==> config.mk <==
export PLATFORM = sky130hd
export DESIGN_NAME = bram_port_arbiter
export DESIGN_NICKNAME = d
export VERILOG_FILES = /design/src/rtl/bram_port_arbiter.sv
export SDC_FILE = /design/constraint.sdc
export NUM_CORES = 1
export LEC_CHECK = 0
export ABC_AREA = 1
export ABC_CLOCK_PERIOD_IN_PS = 1600
export CAP_MARGIN = 20
export CORE_AREA = 2 2 113 115
export CTS_CLUSTER_SIZE = 28
export DETAILED_ROUTE_END_ITERATION = 10
export DIE_AREA = 0 0 115 117
export GPL_TIMING_DRIVEN = 0
export PLACE_DENSITY_LB_ADDON = 0.2
export SLEW_MARGIN = 20
export SYNTH_ARGS = -nofsm -noshare
export SYNTH_HDL_FRONTEND = slang
export SYNTH_SLANG_ARGS = --single-unit
==> constraint.sdc <==
create_clock -name clk -period 1.6 [get_ports clk]
set_input_delay 0.24 -clock clk [delete_from_list [all_inputs] [get_ports clk]]
set_output_delay 0.24 -clock clk [all_outputs]
set_load 0.02 [all_outputs]
==> src/rtl/bram_port_arbiter.sv <==
// Two-port arbiter in front of a single-port BRAM. Port 0 is the core and
// port 1 is the loader. The arbiter picks one request per cycle and drives
// the BRAM. It tags each accepted read with its owner and returns
// bram_dout to that owner RD_LAT cycles later.
module bram_port_arbiter #(
   parameter int unsigned ADDR_W = 20,
   parameter int unsigned DATA_W = 32,
   parameter int unsigned RD_LAT = 1,
   parameter bit          RR_EN  = 1'b1
) (
   input  logic              clk,
   input  logic              rstn,
   input  logic              m0_req,
   input  logic              m0_we,
   input  logic [31:0]       m0_addr,
   input  logic [DATA_W-1:0] m0_wdata,
   output logic              m0_gnt,
   output logic              m0_rvalid,
   output logic [DATA_W-1:0] m0_rdata,
   input  logic              m1_req,
   input  logic              m1_we,
   input  logic [31:0]       m1_addr,
   input  logic [DATA_W-1:0] m1_wdata,
   output logic              m1_gnt,
   output logic              m1_rvalid,
   output logic [DATA_W-1:0] m1_rdata,
   output logic              bram_we,
   output logic [ADDR_W-1:0] bram_addr,
   output logic [DATA_W-1:0] bram_din,
   input  logic [DATA_W-1:0] bram_dout
);

   logic              last_gnt;   // 0 = port 0 won last, 1 = port 1 won last
   logic              g0, g1;
   logic              rd_acc;
   logic [ADDR_W-1:0] addr_q;
   logic [DATA_W-1:0] din_q;
   logic [RD_LAT-1:0] tag_v;
   logic [RD_LAT-1:0] tag_o;     // owner of each in-flight read, 1 = port 1

   // Byte-offset and out-of-range address bits are dropped on purpose, which wraps accesses within the BRAM.
   logic unused_addr_bits;
   assign unused_addr_bits = ^{m0_addr[31:ADDR_W+2], m0_addr[1:0],
                               m1_addr[31:ADDR_W+2], m1_addr[1:0]};

   // Grant logic: a sole requester wins. On a tie, round-robin uses last_gnt, otherwise port 0 wins. Nothing is granted during reset.
   always_comb begin
      g0 = 1'b0;
      g1 = 1'b0;
      if (rstn) begin
         if (m0_req && m1_req) begin
            if (RR_EN && !last_gnt) g1 = 1'b1;
            else                    g0 = 1'b1;
         end else begin
            g0 = m0_req;
            g1 = m1_req;
         end
      end
   end

   // BRAM port drive: the granted port passes through. With no grant, addr and din hold their last value and we stays low.
   always_comb begin
      bram_addr = addr_q;
      bram_din  = din_q;
      bram_we   = 1'b0;
      rd_acc    = 1'b0;
      if (g1) begin
         bram_addr = m1_addr[ADDR_W+1:2];
         bram_din  = m1_wdata;
         bram_we   = m1_we;
         rd_acc    = ~m1_we;
      end else if (g0) begin
         bram_addr = m0_addr[ADDR_W+1:2];
         bram_din  = m0_wdata;
         bram_we   = m0_we;
         rd_acc    = ~m0_we;
      end
   end

   assign m0_gnt    = g0;
   assign m1_gnt    = g1;
   assign m0_rvalid = tag_v[RD_LAT-1] & ~tag_o[RD_LAT-1];
   assign m1_rvalid = tag_v[RD_LAT-1] &  tag_o[RD_LAT-1];
   assign m0_rdata  = bram_dout;
   assign m1_rdata  = bram_dout;

   // State: held BRAM address/data, round-robin history and the read tag pipeline.
   always_ff @(posedge clk or negedge rstn) begin
      if (!rstn) begin
         addr_q   <= '0;
         din_q    <= '0;
         last_gnt <= 1'b1;
         tag_v    <= '0;
         tag_o    <= '0;
      end else begin
         addr_q   <= bram_addr;
         din_q    <= bram_din;
         if (g0 || g1) last_gnt <= g1;
         tag_v[0] <= rd_acc;
         tag_o[0] <= g1;
         for (int unsigned i = 1; i < RD_LAT; i++) begin
            tag_v[i] <= tag_v[i-1];
            tag_o[i] <= tag_o[i-1];
         end
      end
   end

endmodule

After elaboration in Yosys (flattened, before gate mapping)
Index checks and enable logic that the tools add are counted.
W data, S select, Z words.

word-level totals
  register bits after elaboration = 55
  bits in latches = 0
  bits in writable memories = 0
  bits in read-only memories = 0
  input port bits = 166
  memories = 0

cells by class
  $add $sub $neg = 0
  multipliers = 0
  divide/modulo/power cells = 0
  order comparisons = 0
  equal/unequal tests = 0
  shifts and indexed selects = 0
  multiplexer cells = 14
  bitwise gates (word level) = 5
  reduce and logical (&&, ||, !) cells = 2

operators with widths
  kind                 number
  $mux W32             2
  $mux W20             2
  $mux W1              10
  $not A1 Y1           3
  $and A1 B1 Y1        2
  $logic_and A1 B1 Y1  1
  $logic_or A1 B1 Y1   1

Longest topological paths before layout
  depth in word-level cells = 5
  depth in mapped cells = 7
  mapped depth without buffers = 6

Least setup slack after synthesis
Ideal clock, no wire load.

  path type = register to output
  from = register last_gnt
  to = output bram_we
  arrival = 1.219 ns
  required time = 1.360 ns
  path slack = 0.141 ns
  cell stages (with the launch flop) = 7
  path buffers = 0
  path through = dfstp_2 > inv_1 > nand2_2 > nand2_4 > inv_1 > nand2_1 > o21ai_0

between the ends
  word-level cells in the longest chain between the ends = 5
  elaborated cells on any way between the ends = 8
  those cells by class = mux (8)

ends and longest elaborated chain
  item                    RTL line  source
  start, declared         33        logic last_gnt;
  start signal, assigned  98        if (g0 || g1) last_gnt <= g1;
  $mux W1                 52        if (RR_EN && !last_gnt) g1 = 1'b1;
  $mux W1                 51        if (m0_req && m1_req) begin
  $mux W1                 50        if (rstn) begin
  net m0_gnt              17        output logic m0_gnt,
  $mux W1                 72        end else if (g0) begin
  $mux W1                 67        if (g1) begin
  end, declared           27        output logic bram_we,

The timed path passes the listed nets, and every way through them passes these cells.

Final worst setup path
  from = register last_gnt
  to = output bram_addr[7]

between the ends
  word-level cells in the longest chain between the ends = 5
  elaborated cells on any way between the ends = 8
  those cells by class = mux (8)

ends and longest elaborated chain
  item           RTL line  source
  $mux W1        52
  $mux W1        51
  $mux W1        50
  $mux W20       72
  $mux W20 *     67
  end, declared  28        output logic [ADDR_W-1:0] bram_addr,

Mark *: on every way between the ends. The rest lies on a longest branch, timed or not.

==> out/results.tsv <==
stage	metric	value	unit
floorplan	Initial Util	0.292	
sta	final setup violation count	56	
critical_path	critical path startpoint category	flop	
final_layout	Final Net Count	959	
synthesis	Post-Synth XOR/XNOR Area	0	
sta	Final min period	1880	ps
power_and_ir_drop	Clock power frac	0.181	
power_and_ir_drop	Worst VDD drop	0.485	mV
routing	Vias/cell	4.27	
critical_path	Worst R2R End	din_q[0]	
outcome	violated checks	setup timing	
global_routing	number of global-route vias before repair	3961	
power_and_ir_drop	Reg power frac	0.303	
synthesis	Syn Inst Count	527	
synthesis	Synth Register Bits	55	
sta	Fin. Hold Viols	0	
synthesis	Syn Area/Cell	6.82	µm²
power_and_ir_drop	Power, Total	5.65	mW
critical_path	Top cell by count, worst path	nand2_8	
placement	RD Place Congestion	0.754	
placement	half-perimeter wire length after detailed placement	8.53	mm
synthesis	post-synthesis sequential area ratio	0.383	
global_routing	global-route wire length before repair	18.5	mm
routing	antenna-violating nets left	0	
global_routing	gr usage total	0.173	
final_layout	share of layout cells above drive strength 1	0.341	
outcome	outcome	complete, but fails checks	
sta	RSZ-0062 raised after global routing	true	
routing	initial drt markers	119	
critical_path	Worst EP arrival	1640	ps
routing	drt drc	0	
final_layout	most common cell after layout, fill and taps aside	clkdlybuf4s50_1	
final_layout	final core occ	0.568	
critical_path	CP top delay family	flip-flops	
sta	Final Slew Violations	0	
floorplan	die footprint	13500	µm²
routing	Vias	4024	
floorplan	Die Ht	117	µm
critical_path	worst r2r path cells	10	
power_and_ir_drop	Comb pwr share	0.516	
critical_path	Critical-path top delay cell	dfstp_2	
global_routing	largest net degree at the start of global routing	28	
power_and_ir_drop	P_int	3.70	mW
critical_path	Worst Path Buf+Inv	3	
synthesis	main combinational cell family by area after synthesis	simple AND/OR/NAND/NOR gates	
routing	DRT Pass-1 Iters	4	
floorplan	Rows	41	
critical_path	critical-path cell list	inv_4 -> nand2_8 -> nand2_8 -> buf_8 -> nand2_1 -> nand3_1 -> nand2_2 -> buf_6	
clock_network	root buffer cell	clkbuf_16	
power_and_ir_drop	Pleak	3.71	nW
critical_path	cell count along the critical path	8	
critical_path	RR Startpoint	last_gnt	
final_layout	P&R area growth vs syn	94.6	%
critical_path	CP Class	flop to primary output	
sta	final setup margin	-280	ps
synthesis	post-synth cell types	14	
critical_path	CP endpoint kind	primary output	
floorplan	die width	115	µm
floorplan	Core ar.	12300	µm²
global_routing	antenna violations before repair	0	
clock_network	Clock Sinks	55	
clock_network	CTS H-tree depth	2	
synthesis	Post-Synth Adder-Cell Area	0	
clock_network	CTS max path bufs	2	
placement	placed cell count	908	
final_layout	Non-Filler Instances	942	
final_layout	n_diodes	0	
sta	Max-slew headroom	0.698	
synthesis	Synth Area in Compound Gates	0.00418	
critical_path	flop2flop setup slack	-30	ps
synthesis	synth warn	0	
critical_path	slowest stage delay, CP	570	ps
power_and_ir_drop	switching portion of total power	0.346	
routing	DR WL/cell	12.8	µm
floorplan	I/O pins	287	
sta	Least-Margin Pin Slew	453	ps
worst_hold_path	HP Class	primary input to asynchronous set/reset pin	
synthesis	Syn Nets	693	
sta	Final period util	1.18	
global_routing	grt total ovfl	0	
synthesis	Syn Std Cell Area	3600	µm²
sta	Worst Clk Skew	6.64	ps
synthesis	mux share of post-synthesis cell area	0	
clock_network	Reg clk slew, reported paths	70	ps
clock_network	CTS tree	built	
clock_network	Inserted Clock Buffers	5	
final_layout	most frequent cells in the layout	clkdlybuf4s50_1, inv_1, nand2_1, buf_4, nand3_1	
critical_path	Crit Path Max Fanout	10	
synthesis	Simple-Gate Fraction of Synth Area	0.322	
sta	setup TNS	-13440	ps
sta	Fmax	0.532	GHz
flow_run	Max Cap Viol	0	
placement	Port Buffers	230	
power_and_ir_drop	power density cells	808	nW/µm²
power_and_ir_drop	switching pwr	1.95	mW
routing	DRT Wirelength	12.1	mm
clock_network	worst skew pair latency	280	ps
critical_path	Critical Path RT	1360	ps
## cell usage after synthesis, drive strengths merged
| library cell | count | share of area |
|---|---|---|
| dfstp | 1 | 0.0073 |
| o21ai | 3 | 0.0042 |
| buf | 89 | 0.18 |
| nor2 | 1 | 0.0010 |
| nand3 | 105 | 0.15 |
| nand2 | 163 | 0.17 |
| inv | 111 | 0.12 |
| dfrtp | 54 | 0.38 |
## tightest hold or removal path: stages
cell and delay [ps]:
buf_4 130, buf_16 130, buf_12 180
## worst max path at each step
| stage | slack, ps | end | startpoint |
|---|---|---|---|
| floorplan | 140 | bram_we | last_gnt |
| finish | -280 | bram_addr[7] | last_gnt |
| detailed placement | -960 | bram_addr[12] | m1_req |
| global placement | -3340 | bram_addr[12] | rstn |
| CTS | -300 | bram_addr[12] | last_gnt |
| global route | -370 | bram_din[7] | last_gnt |
## layout make-up
class	count	area (µm²)
multi-input combinational	275	1500
tap	150	188
inverter	111	429
buffer	89	751
sequential	55	1380
clock buffer	6	129
fill	1144	5320
timing repair buffer	256	2620
## metrics by stage
stage | hold slack [ps] | area (µm²) | setup slack, ps
6_report | 53.5 | 7000 | -280
3_5_place_dp | 47.0 | 6110 | -957
5_1_grt | 62.9 | 7000 | -365
3_3_place_gp | 514 | 6090 | -3340
4_1_cts | 62.6 | 6680 | -295
2_1_floorplan | -55.6 | 3600 | 141
## per-layer routing
| layer | vias up | GRT usage | part of all wire |
|---|---|---|---|
| met5 | - | 0 | 0 |
| met4 | 0 | 0.0345 | 0.010 |
| met3 | 8 | 0.0350 | 0.067 |
| met2 | 157 | 0.316 | 0.51 |
| met1 | 1818 | 0.212 | 0.41 |
| li1 | 2041 | - | - |
## registers in the layout, summed over array words and instances, names as in the netlist
signal	cells
addr_q	20
tag_v	1
last_gnt	1
tag_o	1
din_q	32
## power by group through the flow
stage	logic, mW	clock network [mW]	registers, mW
6_report	2.91	1.02	1.72
5_1_grt	3.15	1.13	1.74
4_1_cts	2.73	1.06	1.72
3_5_place_dp	2.40	0	1.74
3_3_place_gp	2.38	0	1.73
2_1_floorplan	1.24	0	1.73
## logic make-up after synthesis
logic type / after synthesis
compound gates: 3
flops: 55
simple gates: 269
buf+inv: 200
## timing repair
item                       CTS  global route
pin swaps                    7             6
buffers inserted            11            13
gates cloned                 5             0
gates resized for setup    398            69
hold buffers                 2             0
setup endpoints to repair   56            57
hold endpoints to repair    27             0
Note: power is estimated with default switching activity, not from simulation.
